--- src/rtl/scan_ctrl.sv ---
// Scan-chain controller: loads a pattern, shifts it LSB-first through the
// register chain while capturing the bits that fall out, then hands them back.
module scan_ctrl #(
  parameter int CHAIN_LEN = 32
) (
  input  logic                 clock,
  input  logic                 reset,
  input  logic                 start_valid,
  output logic                 start_ready,
  input  logic [CHAIN_LEN-1:0] pattern_in,
  input  logic                 abort,
  output logic                 result_valid,
  input  logic                 result_ready,
  output logic [CHAIN_LEN-1:0] result_out,
  output logic                 busy,
  output logic                 test,
  output logic                 scan_in,
  input  logic                 scan_out
);

  localparam int CNT_W = $clog2(CHAIN_LEN + 1);

  typedef enum logic [1:0] {
    IDLE  = 2'd0,
    SHIFT = 2'd1,
    DONE  = 2'd2
  } state_t;

  state_t             state_q;
  state_t             state_d;
  logic [CHAIN_LEN-1:0] sh;
  logic [CNT_W-1:0]     cnt;
  logic                 accept;
  logic                 last_shift;

  assign accept     = start_valid && (state_q == IDLE);
  assign last_shift = (cnt == CNT_W'(CHAIN_LEN - 1));

  always_ff @(posedge clock) begin
    if (!reset) begin
      state_q <= IDLE;
    end else begin
      state_q <= state_d;
    end
  end

  // Abort outranks the final shift edge, so an aborted run never reaches DONE.
  always_comb begin
    state_d = state_q;
    case (state_q)
      IDLE:    if (start_valid) state_d = SHIFT;
      SHIFT: begin
        if (abort)           state_d = IDLE;
        else if (last_shift) state_d = DONE;
      end
      DONE:    if (result_ready) state_d = IDLE;
      default: state_d = IDLE;
    endcase
  end

  // The shift register doubles as the capture register: chain bits enter at
  // the MSB and after CHAIN_LEN shifts the first one out sits at bit 0.
  always_ff @(posedge clock) begin
    if (!reset) begin
      sh  <= '0;
      cnt <= '0;
    end else if (accept) begin
      sh  <= pattern_in;
      cnt <= '0;
    end else if (state_q == SHIFT) begin
      sh  <= {scan_out, sh[CHAIN_LEN-1:1]};
      cnt <= cnt + CNT_W'(1);
    end
  end

  always_comb begin
    start_ready  = 1'b0;
    busy         = 1'b1;
    test         = 1'b0;
    result_valid = 1'b0;
    case (state_q)
      IDLE: begin
        start_ready = 1'b1;
        busy        = 1'b0;
      end
      SHIFT:   test         = 1'b1;
      DONE:    result_valid = 1'b1;
      default: begin
        start_ready = 1'b0;
        busy        = 1'b1;
      end
    endcase
  end

  assign scan_in    = sh[0];
  assign result_out = sh;

endmodule

--- config.mk ---
export PLATFORM = sky130hd
export DESIGN_NAME = scan_ctrl
export DESIGN_NICKNAME = d
export VERILOG_FILES = /design/src/rtl/scan_ctrl.sv
export SDC_FILE = /design/constraint.sdc
export NUM_CORES = 1
export LEC_CHECK = 0
export CAP_MARGIN = 20
export CORE_AREA = 2 2 69 71
export DETAILED_ROUTE_END_ITERATION = 6
export DIE_AREA = 0 0 71 73
export PLACE_DENSITY = 0.79
export SYNTH_ARGS = -nofsm -noshare
export SYNTH_HDL_FRONTEND = slang
export SYNTH_SLANG_ARGS = --single-unit
--- constraint.sdc ---
create_clock -name clock -period 1.5 [get_ports clock]
set_input_delay 0.3 -clock clock [delete_from_list [all_inputs] [get_ports clock]]
set_output_delay 0.3 -clock clock [all_outputs]
set_load 0.05 [all_outputs]
==> impl_results.md, run 1 <==
* Hold/Removal Path Class: reg2reg
* Mapped Nets at 264
* Gate Count Post-Synth at approximately 230
* First-pass GRT wire length at 8.34 mm
* Cell area power density at approximately 1100 nW/um^2
* Detail Placement HPWL at 3.41 mm
* Final Skew at 0.00602 ns
* Final Hold Viols at 0
* Sink Count at 40
* Die Width at 71 microns
* Slew @ Worst Pin at 0.550 ns
* Area grow syn2layout at 70.2%
* Initial Utilization at 41.1%
* Clock buffer depth at 2
* RD Place Congestion at 0.828
* Worst setup startpoint: state_q[0]
* Post-synth ARST share at 0%
* Critical Path End Type: primary output
* Final Setup Violations at 0
* Origin of the worst min-delay path: cnt[4]
* Final critical-path required period at 1.45 ns
* Reg2reg start: state_q[0]
* Cell area after synthesis at 1860 sq um
* Die area at just over 5000 sq um
* Rel. slew slack at 63.4%
* Drt wl/cell at 14.5 microns
* Tcrit/Tclk final at a little over nine tenths
* Num CTS Buffers at 5
* Final instance area at 3170 sq um
* CP Class: reg2out
* Max Cap Viol at 0
* Synth Register Bits at 40
* Final net count at 335
* CTS HTree Levels at 2
* Register area share after synthesis at 43.0%
* Yosys cell types at 30
* Iteration-0 DRC Markers at 208
* ANT nets after route at 0
* Ant. Diodes at 0
* Port bufs at 74
* CTS hold repair buffers at 0
* Critical path arrival at 1.15 ns
* Clk slew on worst S/H paths at 0.07 ns
* Prevailing post-synth register cell: dfxtp_1
* Iteration count of the initial detailed-routing pass at 4
* # DRC at 0
* Dpl cells at 340
* DRT Wirelength at 5.08 mm
* Final slew viol count at 0
* Mapped Avg Cell Area at 8.28 sq um
* Syn. warnings at 0
* Ports at between 70 and 80
* Peak VDD IR at 661 uV
* Filler Cell Count at 344
* EDFF count, synth at 0
* Fraction of layout cells with a size suffix above 1 at 21.2%
* Skew-Pair Late Insertion Delay at roughly 0.3 ns
* Achievable frequency at roughly 690 MHz
* Vias per cell at roughly 5.5
* Clock root buffer: clkbuf_8
* GRT Overall Usage at 20.1%
* Largest net degree at the start of global routing at 33
* Fin cells at 351
* Initial antenna violation count at 0
* Die Span Y at 73 microns
* Via count at 1914
* Core Area at 4540 sq um
* Leakage at 1.24 nW
* Total grt overflow at 0
* Standard-cell rows at 25
* Area after DPL at between 3000 and 4000 sq um
* Vias in the first global route at 1773
* Peak fanout along the critical path at 8
* Status: finished clean
* Critical Path RT at about 1.2 ns
* Setup_tns at 0 ns
* Startpoint types: flip-flop
* TritonCTS clock tree: built
## per-layer routing
| layer | wire [microns] | track usage (%) | share of wire [%] | up-vias |
|---|---|---|---|---|
| li1 | - | - | - | 955 |
| met3 | 314 | 5.52 | 6.2 | 7 |
| met5 | 0 | 0 | 0 | - |
| met1 | 2180 | 25.1 | 43 | 894 |
| met2 | 2510 | 33.4 | 49 | 58 |
| met4 | 68 | 6.92 | 1.3 | 0 |
## sequential cells by signal, indices dropped and copies added, names as in the netlist
register,cells
result_out,32
state_q,2
cnt,6
## area by class of cell
class | instances | area [sq um] | area share [%]
inverter | 5 | 25.0 | 0.789
clock inverter | 1 | 30.0 | 0.947
clock buffer | 7 | 96.3 | 3.04
multi-input combinational | 159 | 948 | 29.9
sequential | 40 | 806 | 25.4
tap | 54 | 67.6 | 2.13
timing repair buffer | 85 | 1200 | 37.8
## cells by family after synthesis
kind of cell / Yosys count / share of synthesized area (%)
mux: 1 / 0.537
fa+ha+maj: 1 / 0.671
buf+inv: 26 / 6.51
xor+xnor: 2 / 0.940
simple gates: 49 / 13.0
compound gates: 106 / 35.4
flops: 40 / 43.0
## report_power, final
group	internal, mW	total [mW]	switching [mW]
clock	0.587	0.960	0.373
sequential	1.15	1.28	0.128
combinational	0.571	1.15	0.576
## worst paths after layout
path | cells past startpoint | end | slack, ns
worst max-delay path | 2 | test | 0.05
worst min-delay path | 2 | cnt[4] | 0.50
worst max register to register | 6 | result_out[28] | 0.14
worst min register to register | 2 | cnt[4] | 0.50
## through the flow
step / hold slack (ns) / worst slack [ns] / total power [mW] / util (%)
2_1_floorplan: 0.438 / 0.0419 / 1.84 / -
3_3_place_gp: 0.471 / -0.104 / 2.43 / 66.4
3_5_place_dp: 0.499 / -0.195 / 2.44 / 66.4
4_1_cts: 0.509 / 0.0136 / 3.40 / 69.5
5_1_grt: 0.534 / -0.00326 / 3.52 / 69.9
6_report: 0.500 / 0.0467 / 3.39 / 69.9
## cells in the mapped netlist, types with 2 or more instances
library cell	count	area share [%]
dfxtp_1	40	43
a21oi_1	35	9.4
o21ai_0	35	9.4
nor2_1	34	6.9
o2bb2ai_1	31	15
buf_2	10	2.7
clkbuf_1	8	1.6
inv_1	4	0.81
nand3b_1	3	1.2
or3_1	3	1.0
nand2_1	2	0.40
xnor2_1	2	0.94
## cells in the final DEF (no fill, tap or decap), drive strengths merged
cell type,synthesis,final
buf,13,48
dfxtp,40,40
clkdlybuf4s50,0,37
o21ai,36,36
a21oi,35,35
nor2,34,34
o2bb2ai,31,31
clkbuf,8,7
inv,5,4
nand3b,3,3
or3,3,3
xnor2,2,2
nand2,2,2
and2b,1,1
clkinvlp,0,1
nor2b,1,1
o21ba,1,1
a21o,1,1
nand4b,1,1
mux2i,1,1
nand2b,1,1
nand3,1,1
nor3b,1,1
o32ai,1,1
or3b,1,1
o22ai,1,1
ha,1,1
bufinv,0,1
## critical path, stage by stage, from the launching register on
cell     delay (ns)
dfxtp_4        0.41
and2b_1        0.27
buf_12         0.17
## repair_timing
action,4_1_cts,5_1_grt
resized for setup,4,1
setup endpoints to repair,6,2
setup buffers,1,2
Note: power is estimated with default switching activity, not from simulation.
==> inputs of run 2 (changes only) <==
CORE_AREA = 2 2 88 56   (was 2 2 69 71)
DIE_AREA = 0 0 90 58   (was 0 0 71 73)
PLACE_DENSITY = 0.8   (was 0.79)
==> run 2 against run 1 <==
  * Critical endpoint is now start_ready
  * First-iteration DRC count is 60% lower
  * Clock skew is 0.00084 ns higher
  * Final cell count is 3.4% higher
  * Largest cell class unchanged
  * Cell area hardly changed
==> impl_results.md, run 2 (same netlist as run 1, synthesis figures left out) <==
* Hold Worst Slack at 0.489 ns (-0.0111 ns)
* Slew @ Worst Pin at 0.342 ns (-0.208 ns)
* DRT Wirelength at 5.57 mm (+9.7%)
* Clock root buffer: clkbuf_8
* Tcrit/Tclk final at 94.6% (-2.2 points)
* ANT nets after route at 0 (unchanged)
* Cell area power density at 1010 nW/um^2 (-6.0%)
* First-pass GRT wire length at 9.47 mm (+14%)
* Standard-cell rows at 19 (-24%)
* Drt wl/cell at 15.3 microns (+6.0%)
* Hold/Removal Path Class: reg2reg
* Commonest cells after routing, fill and taps aside: dfxtp_1, clkdlybuf4s50_1, buf_12
* Final net count at 338 (+0.90%)
* Final core utilization at 71.7% (+1.8 points)
* Core Area at 4420 sq um (-2.5%)
* Die area at 5220 sq um (+0.71%)
* Critical path arrival at 1.12 ns (-0.03 ns)
* R2R Path End: cnt[4]
* RSZ-0062 raised after global routing: false
* Startpoint types: flip-flop
* CTS HTree Levels at 2 (unchanged)
* Vias per cell at 5.30 (-2.8%)
* Final critical-path required period at 1.42 ns (-0.0336 ns)
* Iteration count of the initial detailed-routing pass at 4 (unchanged)
* Ant. Diodes at 0 (unchanged)
* Crit path capture: start_ready
* Skew-Pair Late Insertion Delay at 0.29 ns (about the same)
* CP peak stage delay at 0.40 ns (about the same)
* Via count at 1924 (+0.52%)
* TritonCTS clock tree: built
* Port bufs at 74 (unchanged)
* Peak fanout along the critical path at 8 (unchanged)
* Max Cap Viol at 0 (unchanged)
* # DRC at 0 (unchanged)
* Critical-path top delay cell: dfxtp_4
* Die Span Y at 58 microns (-21%)
* Initial antenna violation count at 0 (unchanged)
* Origin of the worst min-delay path: cnt[4]
* Commonest non-fill, non-tap cell in the layout: dfxtp_1
* Min-Delay Path Depth at 2 (unchanged)
* Iteration-0 DRC Markers at 84 (-60%)
* Setup ws final at 0.0803 ns (+0.0336 ns)
* RD Place Congestion at 0.807 (-2.5%)
* Worst setup startpoint: state_q[0]
* R2R Setup Slk at 0.15 ns (about the same)
* Die Width at 90 microns (+27%)
* Achievable frequency at 704 MHz (+2.4%)
* Final slew viol count at 0 (unchanged)
* Peak VDD IR at 614 uV (-7.2%)
* Final Skew at 0.00685 ns (+0.000838 ns)
* GRT Overall Usage at 22.7% (+2.6 points)
* Critical Path End Type: primary output
* Fraction of layout cells with a size suffix above 1 at 21.7% (+0.45 points)
* Clock buffer depth at 2 (unchanged)
* Initial Utilization at 42.1% (+1.1 points)
* Area grow syn2layout at 70.2% (about the same)
* CP Class: reg2out
* Rel. slew slack at 77.2% (+14 points)
* Leakage at 1.24 nW (-0.23%)
* Largest register FFs at 32 (unchanged)
* Worst R2R Path Depth at 4 (-2)
* Final Hold Viols at 0 (unchanged)
* Post-place setup slack at -0.173 ns (+0.0224 ns)
* Total grt overflow at 0 (unchanged)
* Ports at 75 (unchanged)
* Clk slew on worst S/H paths at 0.07 ns (about the same)
* Reg2reg start: cnt[0]
* Detail Placement HPWL at 3.84 mm (+13%)
* Critical Path RT at 1.20 ns (about the same)
* Num CTS Buffers at 5 (unchanged)
* Setup_tns at 0 ns (unchanged)
* CP cell instances: inv_2 -> nand2_4 -> clkinvlp_4 -> buf_4
* Status: finished clean
* Final Setup Violations at 0 (unchanged)
* Largest net degree at the start of global routing at 33 (unchanged)
* Vias in the first global route at 1935 (+9.1%)
* Sink Count at 40 (unchanged)
==> run 2: worst min-delay path by stage <==
| stage | end |
|---|---|
| final | cnt[4] |
| after global routing | state_q[0] |
| after CTS | cnt[4] |
| after detailed placement | cnt[4] |
| after global placement | cnt[4] |
| after floorplan | result_out[10] |
==> run 2: critical path: cells and delay by family, from the launching register on <==
| kind | cells | cell delay [ns] |
|---|---|---|
| buffers and inverters | 3 | 0.34 |
| flip-flops | 1 | 0.40 |
| AND/OR/NAND/NOR | 1 | 0.09 |
==> run 2: timing repair <==
action | 4_1_cts | 5_1_grt
endpoints found under the setup margin | 35 | 4
resized for setup | 3 | 3
setup buffers | 0 | 3
hold buffers | 0 | 0
==> run 2: area by class of cell <==
| type | instances | area (sq um) |
|---|---|---|
| Clock buffer | 8 | 90.1 |
| Fill cell | 338 | 1250 |
| Inverter | 5 | 22.5 |
| Multi-Input combinational cell | 159 | 956 |
| Sequential cell | 40 | 808 |
| Tap cell | 63 | 78.8 |
| Timing Repair Buffer | 88 | 1220 |
==> run 2: per-layer routing <==
layer | global-route usage, % | vias up | routed length (microns)
li1 | - | 961 | -
met1 | 31.3 | 896 | 2620
met2 | 34.5 | 63 | 2490
met3 | 7.02 | 4 | 414
met4 | 6.81 | 0 | 42
met5 | 0 | - | 0
==> run 2: stage by stage <==
stage          cells  power, mW  instance area, sq um
2_1_floorplan    225       1.84                  1870
3_3_place_gp     352       2.44                  3040
3_5_place_dp     352       2.46                  3040
4_1_cts          360       3.18                  3140
5_1_grt          363       3.32                  3170
6_report         363       3.19                  3170
==> run 2: power breakdown <==
group          internal (mW)  leakage, nW  total (mW)  switching, mW
sequential              1.15        0.333        1.29          0.134
combinational          0.576        0.864        1.16          0.586
clock                  0.375       0.0455       0.741          0.366
==> inputs of run 3 (changes only) <==
SETUP_SLACK_MARGIN = 0.1   (was unset)
==> run 3 against run 2 <==
  * Maximum frequency about the same
  * Non-clock buffer count up 3
  * Via count up 4.3%
  * Highest routed layer unchanged
  * Critical path depth unchanged
  * Utilization rose by 1.9 points
  * Setup slack is essentially flat
  * Sequential cell count is the same
  * Register-to-register slack worse by 0.02 ns
==> impl_results.md, run 3 (same netlist as run 1, synthesis figures left out) <==
* Status: finished clean
* P_int at 2.11 mW (+0.44%)
* Sw power at 1.12 mW (+3.6%)
* Ant. Diodes at 0 (unchanged)
* Hold/Removal Path Class: reg2reg
* Critical-path top delay cell: dfxtp_4
* Clock root buffer: clkbuf_8
* Switching part of the total power at 34.7% (+0.70 points)
* Origin of the worst min-delay path: cnt[4]
* Die Width at 90 microns (unchanged)
* Cell area power density at 995 nW/um^2 (-1.1%)
* Initial antenna violation count at 0 (unchanged)
* Iteration-0 DRC Markers at 98 (+17%)
* Ports at 75 (unchanged)
* Clk slew on worst S/H paths at 0.08 ns (about the same)
* Critical Path RT at 1.20 ns (about the same)
* Critical Path End Type: primary output
* CP delay by family, top: flip-flops
* # DRC at 0 (unchanged)
* First-pass GRT wire length at 9.31 mm (-1.7%)
* Max Cap Viol at 0 (unchanged)
* Peak fanout along the critical path at 14 (+6)
* Largest net degree at the start of global routing at 33 (unchanged)
* Rel. slew slack at 76.5% (-0.68 points)
* Leakage at 1.28 nW (+2.8%)
* Commonest cells after routing, fill and taps aside: dfxtp_1, clkdlybuf4s50_1, buf_12
* RSZ-0062 raised after global routing: true
* GRT Overall Usage at 22.4% (-0.29 points)
* Vias in the first global route at 1870 (-3.4%)
* DRT Wirelength at 5.97 mm (+7.2%)
* Final slew viol count at 0 (unchanged)
* Area grow syn2layout at 74.7%
* ANT nets after route at 0 (unchanged)
* Achievable frequency at 704 MHz (about the same)
* Sink Count at 40 (unchanged)
* Reg2reg start: state_q[0]
* Final critical-path required period at 1.42 ns (+0.0000790 ns)
* Final Setup Violations at 0 (unchanged)
* RD Place Congestion at 0.787 (-2.5%)
* Final net count at 342 (+1.2%)
* Slew @ Worst Pin at 0.352 ns (+0.0102 ns)
* Num CTS Buffers at 5 (unchanged)
* Via count at 2006 (+4.3%)
* Area occupied by multi-input gates at 991 sq um (+3.7%)
* Drt wl/cell at 16.3 microns (+6.0%)
* Final Skew at 0.00810 ns (+0.00124 ns)
* Worst setup startpoint: state_q[0]
* Reg area at 810 sq um (+0.15%)
* Sequential Power Share at 39.6% (-0.7 points)
* Post-place setup slack at -0.218 ns (-0.0449 ns)
* Die Span Y at 58 microns (unchanged)
* Filler Cell Count at 315 (-6.8%)
* Die area at 5220 sq um (unchanged)
* CP peak stage delay at 0.41 ns (about the same)
* Core Area at 4420 sq um (unchanged)
* Port bufs at 74 (unchanged)
* CTS hold repair buffers at 0 (unchanged)
* TritonCTS clock tree: built
* Clock buffer depth at 2 (unchanged)
* Setup ws final at 0.0802 ns (-0.0000790 ns)
* Tcrit/Tclk final at 94.7% (about the same)
* CTS HTree Levels at 2 (unchanged)
* Critical path arrival at 1.12 ns (about the same)
* Initial Utilization at 42.1% (unchanged)
* Standard-cell rows at 19 (unchanged)
* CP cell instances: inv_8 -> nand2_8 -> clkinvlp_4 -> buf_6
* Clock share of power at 23.4% (+0.2 points)
* Detail Placement HPWL at 3.91 mm (+1.7%)
* CP Class: reg2out
* Setup_tns at 0 ns (unchanged)
* Fraction of layout cells with a size suffix above 1 at 25.0% (+3.3 points)
* Final Hold Viols at 0 (unchanged)
* Peak VDD IR at 519 uV (-15%)
* CP Buf/Inv Count at 3 (unchanged)
* Skew-Pair Late Insertion Delay at 0.29 ns (about the same)
* Iteration count of the initial detailed-routing pass at 4 (unchanged)
* Total grt overflow at 0 (unchanged)
* Vias per cell at 5.47 (+3.1%)
* Startpoint types: flip-flop
* Largest register FFs at 32 (unchanged)
* Comb power frac at 37.0% (+0.6 points)
run 3: final timing paths:
kind	endpoint	slack [ns]	cells after the start
worst max-delay path	start_ready	0.08	4
worst min-delay path	cnt[4]	0.50	2
worst max register to register	result_out[21]	0.13	5
worst min register to register	cnt[4]	0.50	2
run 3: final cells by class:
type                       instances  area share (%)
timing repair buffer              91            38.5
multi-input combinational        160            30.4
sequential                        40            24.9
clock buffer                       6            2.54
tap                               63            2.42
inverter                           5           0.922
clock inverter                     2           0.307
run 3: through the flow:
stage          cells  cell area (sq um)  hold slack (ns)  util (%)  total power, mW
5_1_grt          367               3260            0.527      73.6             3.35
6_report         367               3260            0.504      73.6             3.24
2_1_floorplan    225               1890            0.438         -             1.85
4_1_cts          363               3210            0.507      72.5             3.22
3_3_place_gp     350               3030            0.472      68.5             2.44
3_5_place_dp     350               3030            0.502      68.5             2.45
run 3: worst reg2reg max path: stages, from the launching register on:
cell and delay [ns]:
dfxtp_4 0.39, buf_4 0.15, buf_12 0.12, o21ba_4 0.28, o21ai_0 0.24, a21oi_1 0.07
run 3: what timing repair did:
item	CTS	global route
gates resized for setup	13	6
cloned	0	1
buffers inserted	5	3
endpoints found under the setup margin	42	21
run 3: layer usage:
layer | wire [microns] | GRT usage (%)
met1 | 2650 | 30.0
met2 | 2700 | 34.7
met3 | 533 | 7.28
met4 | 81 | 7.25
met5 | 0 | 0
run 3: power by group through the flow:
stage,combinational [mW],sequential [mW],clock (mW)
2_1_floorplan,0.306,1.54,0
3_3_place_gp,1.13,1.31,0
3_5_place_dp,1.15,1.31,0
4_1_cts,1.18,1.28,0.755
5_1_grt,1.26,1.30,0.798
6_report,1.20,1.28,0.756
